## config.mk

```make
export PLATFORM = sky130hd
export DESIGN_NAME = mem_access_ctrl
export DESIGN_NICKNAME = d
export VERILOG_FILES = /design/src/rtl/mem_access_ctrl.sv
export SDC_FILE = /design/constraint.sdc
export NUM_CORES = 1
export LEC_CHECK = 0
export CORE_MARGIN = 2
export CORE_UTILIZATION = 46
export DETAILED_ROUTE_END_ITERATION = 12
export GPL_TIMING_DRIVEN = 0
export PLACE_DENSITY = 0.93
export SYNTH_ARGS = -nofsm -noshare
export SYNTH_HDL_FRONTEND = slang
export SYNTH_SLANG_ARGS = --single-unit
```

## constraint.sdc

```tcl
create_clock -name clk -period 4.53 [get_ports clk]
set_input_delay 0.453 -clock clk [delete_from_list [all_inputs] [get_ports clk]]
set_output_delay 0.453 -clock clk [all_outputs]
set_load 0.1 [all_outputs]
```

## src/rtl/mem_access_ctrl.sv

```systemverilog
`default_nettype none
// ============================================================================
// Module   : mem_access_ctrl
// Purpose  : MEM-stage load/store sequencer for a variable-latency data bus;
//            stalls the pipeline, builds lane enables/data, extends loads.
//            Optional macro MEM_ALIGN_EXC_EN adds misalignment exceptions (AdErr).
// Revision : 1.0 - initial release
// ============================================================================
module mem_access_ctrl #(
    parameter int TIMEOUT = 16,
    parameter int CNT_W   = 5
) (
    input  logic        clk,
    input  logic        reset,
    input  logic        MemRead,
    input  logic        MemWrite,
    input  logic [2:0]  MemType,
    input  logic [31:0] Addr,
    input  logic [31:0] WData,
    output logic        Stall,
    output logic [31:0] RData,
    output logic        Done,
    output logic        BusErr,
    output logic        bus_req,
    output logic        bus_we,
    output logic [31:0] bus_addr,
    output logic [3:0]  bus_byteen,
    output logic [31:0] bus_wdata,
    input  logic        bus_ack,
    input  logic [31:0] bus_rdata
`ifdef MEM_ALIGN_EXC_EN
    ,
    output logic        AdErr
`endif
);

    typedef enum logic [1:0] {
        IDLE = 2'd0,
        REQ  = 2'd1,
        DONE = 2'd2
    } state_t;

    state_t            state;
    state_t            state_nxt;
    logic [31:0]       addr_q;
    logic [31:0]       wdata_q;
    logic [31:0]       rdata_q;
    logic [2:0]        type_q;
    logic              we_q;
    logic              err_q;
    logic [CNT_W-1:0]  cnt_q;
    logic              access;
    logic              timeout;
    logic              misalign;
    logic              adr_fault;
    logic [3:0]        lanes;
    logic [31:0]       wdata_lanes;
    logic [15:0]       half_sel;
    logic [7:0]        byte_sel;

    function automatic logic is_byte(input logic [2:0] t);
        return (t == 3'd3) || (t == 3'd4);
    endfunction

    function automatic logic is_half(input logic [2:0] t);
        return (t == 3'd1) || (t == 3'd2);
    endfunction

    assign access  = MemRead | MemWrite;
    assign timeout = (cnt_q == CNT_W'(TIMEOUT - 1));

`ifdef MEM_ALIGN_EXC_EN
    logic aderr_q;

    assign misalign = (is_half(MemType) && Addr[0]) ||
                      (!is_half(MemType) && !is_byte(MemType) && (Addr[1:0] != 2'b00));

    always_ff @(posedge clk or posedge reset) begin
        if (reset) begin
            aderr_q <= 1'b0;
        end else if (state == IDLE && access) begin
            aderr_q <= misalign;
        end
    end

    assign adr_fault = aderr_q;
    assign AdErr     = (state == DONE) && aderr_q;
`else
    assign misalign  = 1'b0;
    assign adr_fault = 1'b0;
`endif

    always_ff @(posedge clk or posedge reset) begin
        if (reset) begin
            state   <= IDLE;
            addr_q  <= '0;
            wdata_q <= '0;
            rdata_q <= '0;
            type_q  <= '0;
            we_q    <= 1'b0;
            err_q   <= 1'b0;
            cnt_q   <= '0;
        end else begin
            state <= state_nxt;
            case (state)
                IDLE: begin
                    if (access) begin
                        addr_q  <= Addr;
                        wdata_q <= WData;
                        type_q  <= MemType;
                        we_q    <= MemWrite;
                        rdata_q <= '0;
                        err_q   <= 1'b0;
                        cnt_q   <= '0;
                    end
                end
                REQ: begin
                    cnt_q <= cnt_q + 1'b1;
                    // A late ack in the timeout cycle still completes normally.
                    if (bus_ack) begin
                        rdata_q <= bus_rdata;
                    end else if (timeout) begin
                        err_q <= 1'b1;
                    end
                end
                default: ;
            endcase
        end
    end

    always_comb begin
        state_nxt = state;
        case (state)
            IDLE: begin
                if (access) begin
                    state_nxt = misalign ? DONE : REQ;
                end
            end
            REQ: begin
                if (bus_ack || timeout) begin
                    state_nxt = DONE;
                end
            end
            DONE:    state_nxt = IDLE;
            default: state_nxt = IDLE;
        endcase
    end

    always_comb begin
        lanes       = 4'b1111;
        wdata_lanes = wdata_q;
        if (is_byte(type_q)) begin
            lanes       = 4'b0001 << addr_q[1:0];
            wdata_lanes = {4{wdata_q[7:0]}};
        end else if (is_half(type_q)) begin
            lanes       = addr_q[1] ? 4'b1100 : 4'b0011;
            wdata_lanes = {2{wdata_q[15:0]}};
        end
        wdata_lanes = wdata_lanes & {{8{lanes[3]}}, {8{lanes[2]}}, {8{lanes[1]}}, {8{lanes[0]}}};
    end

    assign Stall      = ((state == IDLE) && access) || (state == REQ);
    assign Done       = (state == DONE);
    assign BusErr     = (state == DONE) && err_q;
    assign bus_req    = (state == REQ);
    assign bus_we     = bus_req && we_q;
    assign bus_addr   = bus_req ? {addr_q[31:2], 2'b00} : 32'h0;
    assign bus_byteen = bus_req ? lanes : 4'b0000;
    assign bus_wdata  = (bus_req && we_q) ? wdata_lanes : 32'h0;

    assign half_sel = addr_q[1] ? rdata_q[31:16] : rdata_q[15:0];
    assign byte_sel = rdata_q[{addr_q[1:0], 3'b000} +: 8];

    always_comb begin
        RData = 32'h0;
        if ((state == DONE) && !err_q && !we_q && !adr_fault) begin
            case (type_q)
                3'd1:    RData = {{16{half_sel[15]}}, half_sel};
                3'd2:    RData = {16'h0, half_sel};
                3'd3:    RData = {{24{byte_sel[7]}}, byte_sel};
                3'd4:    RData = {24'h0, byte_sel};
                default: RData = rdata_q;
            endcase
        end
    end

endmodule
`default_nettype wire

```

==> impl_metrics.py <==
metrics = {
    "worst_setup_path": {
        "worst_r2r_path_depth": 5,
        "worstSetupEndpoint": "bus_wdata[14]",
        "critPathMaxStageDelay_ns": 1.17,
        "worst_ep_required_time_ns": 4.08,
        "setup.worst_path.class": "register to primary output",
        "crit_cells": 8,
        "critPathTopFamily": "buffers and inverters",
        "rrSetupSlack_ns": 2.42,
        "reg2reg_launch_point": "state[1]",
        "timing.critical_path.cells": "nand2b_1 -> inv_2 -> nand2_1 -> inv_2 -> clkbuf_1 -> o21ai_1 -> a21oi_1 -> clkdlybuf4s50_1",
        "cp_max_fo": 10,
        "rr_endpoint": "rdata_q[10]",
        "worst-path-buf-inv": 4,
        "cp_common_cell": "sky130_fd_sc_hd__inv_2",
        "cp-end-kind": "primary output",
        "startpoint": "state[1]",
        "critical_path.startpoint_type": "register",
        "critical_path_data_arrival_time_ns": 3.77,
        "cpMaxStageDelayCell": "sky130_fd_sc_hd__clkdlybuf4s50_1",
    },
    "yosys": {
        "post_synth_num_cell_types": 49,
        "ys_async_sr_fraction_pct": 100,
        "post_synthesis_cell_area_mm2": 0.00584,
        "synth-warning-count": 0,
        "seq_area_frac_synth_pct": 46.3,
        "synth-main-ff-cell": "sky130_fd_sc_hd__dfrtp_1",
        "synth.ff_latch_count": 108,
        "postSynthCellCount": 739,
        "synth-edff-count": 0,
        "synthesis.area_per_instance_um2": 7.90,
    },
    "drt": {
        "route.detailed.drc": 0,
        "total_via_count_in_the_routed_design": 6013,
        "wirelength_um": 19000,
        "route.detailed.vias_per_inst": 5.30,
        "first_pass_iters": 5,
        "initialDrtViolationCount": 645,
        "avgRoutedWirePerCell_um": 16.7,
        "final_antenna_net_count": 0,
    },
    "timing": {
        "max_clock_freq_mhz": 237,
        "grt_setup_unrepaired": "no",
        "final_period_minus_worst_setup_slack_ns": 4.23,
        "layout_worst_path_cycle_share_pct": 93.3,
        "report.final.slew_viol_count": 0,
        "timing.final.setup_violations": 0,
        "setup_slack_ns": 0.305,
        "skew_ns": 0.00830,
        "timing.slew.headroom_pct": 30.5,
        "final_report_hold_violation_count": 0,
        "worst-slew-pin-transition_ns": 1.04,
    },
    "flow_run": {
        "max-cap-violations": 0,
    },
    "clock_tree": {
        "clock_sinks": 108,
        "cts-resized-gates": 0,
        "clkLatencyLatePin_ns": 0.36,
        "cts_max_path_buffers": 2,
        "tritoncts": "built",
        "cts_root_buf": "sky130_fd_sc_hd__clkbuf_16",
        "cts_inserted_buffers": 9,
        "hold_buffers": 0,
        "path_clk_slew_ns": 0.07,
        "cts_setup_buffers": 0,
        "cts_htree_levels": 3,
    },
    "global_routing": {
        "grt_remaining_overflow": 0,
        "first_global_vias": 5712,
        "antenna_found_initial": 0,
        "grt_first_pass_wirelength_um": 29700,
        "grt_util_overall_pct": 28.4,
        "grt_start_max_net_pins": 64,
    },
    "placed_design": {
        "gpl.final_weighted_congestion": 0.945,
        "numPlacedInstances": 1119,
        "portBuffers": 206,
        "detailedPlace.worstSlack_ns": 0.770,
        "place_hpwl_um": 13900,
    },
    "floorplan": {
        "floorplan.die_area_mm2": 0.0136,
        "io-pin-count": 209,
        "floorplan.initialDensity_pct": 46.6,
        "die_w_um": 117,
        "placeableCoreArea_mm2": 0.0125,
        "std_cell_rows": 41,
        "fp.dieH_um": 117,
    },
    "layout": {
        "area_growth_syn_to_layout_pct": 44.9,
        "final_cell_count_no_fill": 1134,
        "fraction_of_final_layout_cells_sized_beyond_drive_strength_1_pct": 5.30,
        "finish.utilization_pct": 67.6,
        "layout.nets": 1064,
        "antenna_cells_inserted": 0,
    },
    "status": {
        "run_status": "complete, no violations",
    },
    "worst_hold_path": {
        "holdCritStartpoint": "addr_q[19]",
        "timing.hold.worst.class": "register to register",
    },
}
==> per-stage QoR <==
step	hold slack [ns]	area, um2	TNS [ns]
2_1_floorplan	0.437	5860	-0.702
3_3_place_gp	0.449	8140	-37.22
3_5_place_dp	0.455	8170	0
4_1_cts	0.472	8460	0
5_1_grt	0.499	8460	0
6_report	0.467	8460	0
==> synth_stat cells (4+ instances only) <==
master	number	area, um2
sky130_fd_sc_hd__buf_1	6	22.5
sky130_fd_sc_hd__nor4b_2	8	120
sky130_fd_sc_hd__a21oi_1	30	150
sky130_fd_sc_hd__a31oi_1	16	100
sky130_fd_sc_hd__nor3_1	4	20.0
sky130_fd_sc_hd__nand2_1	312	1170
sky130_fd_sc_hd__inv_2	4	15.0
sky130_fd_sc_hd__nand3_1	11	55.1
sky130_fd_sc_hd__o21ai_0	14	70.1
sky130_fd_sc_hd__clkbuf_1	35	131
sky130_fd_sc_hd__buf_4	4	30.0
sky130_fd_sc_hd__a222oi_1	8	80.1
sky130_fd_sc_hd__nor2_1	21	78.8
sky130_fd_sc_hd__inv_1	5	18.8
sky130_fd_sc_hd__o21ai_1	37	185
sky130_fd_sc_hd__and3_1	9	56.3
sky130_fd_sc_hd__dfrtp_1	108	2700
sky130_fd_sc_hd__o2bb2ai_1	5	43.8
sky130_fd_sc_hd__mux2i_1	6	60.1
sky130_fd_sc_hd__and2_1	36	225
sky130_fd_sc_hd__buf_2	6	30.0
sky130_fd_sc_hd__o21a_1	16	120
==> sequential cells by signal, indices dropped and copies added, names as in the netlist <==
signal / flops
we_q: 1
rdata_q: 32
wdata_q: 32
type_q: 3
cnt_q: 5
err_q: 1
state: 2
addr_q: 32
==> how the worst min path moves through the flow <==
stage | endpoint | slack [ns] | cells past startpoint
4_1_cts | addr_q[31] | 0.47 | 2
3_5_place_dp | addr_q[31] | 0.45 | 2
6_report | addr_q[19] | 0.47 | 2
2_1_floorplan | addr_q[10] | 0.44 | 2
5_1_grt | addr_q[5] | 0.50 | 2
3_3_place_gp | addr_q[7] | 0.45 | 2
==> kinds of logic after synthesis <==
group                    synth area share [%]
AND/OR/NAND/NOR                          30.8
AO/OA/AOI/OAI                            14.8
flip-flops                               46.3
buffers and inverters                    4.44
multiplexers                             1.99
XOR/XNOR                                 1.01
adder cells (fa/ha/maj)                 0.600
other                                  0.0642
==> cell type report <==
class / count / area (um2)
fillers: 1022 / 4060
multi-input cells: 571 / 2900
flip-flops and latches: 108 / 2700
repair buffers: 207 / 2090
clock buffers: 10 / 229
plain buffers: 52 / 225
well taps: 172 / 215
clock inverters: 5 / 60.1
inverters: 9 / 36.3
==> per-layer routing <==
layer / routed length (um) / up-vias / track usage [%]
met5: 0 / - / 0
met4: 510 / 0 / 9.80
met3: 1650 / 42 / 7.58
met2: 9030 / 314 / 45.4
met1: 7780 / 2778 / 37.5
li1: - / 2879 / -
==> worst reg2reg max path: stages (launching register included) <==
cell	delay [ns]
sky130_fd_sc_hd__dfrtp_1	0.36
sky130_fd_sc_hd__nand2b_1	0.20
sky130_fd_sc_hd__inv_2	0.12
sky130_fd_sc_hd__a22oi_1	0.68
sky130_fd_sc_hd__clkbuf_1	0.44
sky130_fd_sc_hd__o21ai_0	0.17
==> cells in the final DEF (no fill, tap or decap), drive strengths merged, types with 6 or more instances in the layout <==
cell type and instances:
a21oi 31, a222oi 8, a31oi 16, and2 36
and3 9, buf 18, clkbuf 45, clkdlybuf4s50 206
dfrtp 108, inv 11, mux2i 6, nand2 312
nand3 11, nor2 21, nor4b 8, o21a 16
o21ai 51
Power is left out: the tool's default activity adds up to more than one toggle a clock period on the data nets, which glitch-free logic cannot reach.
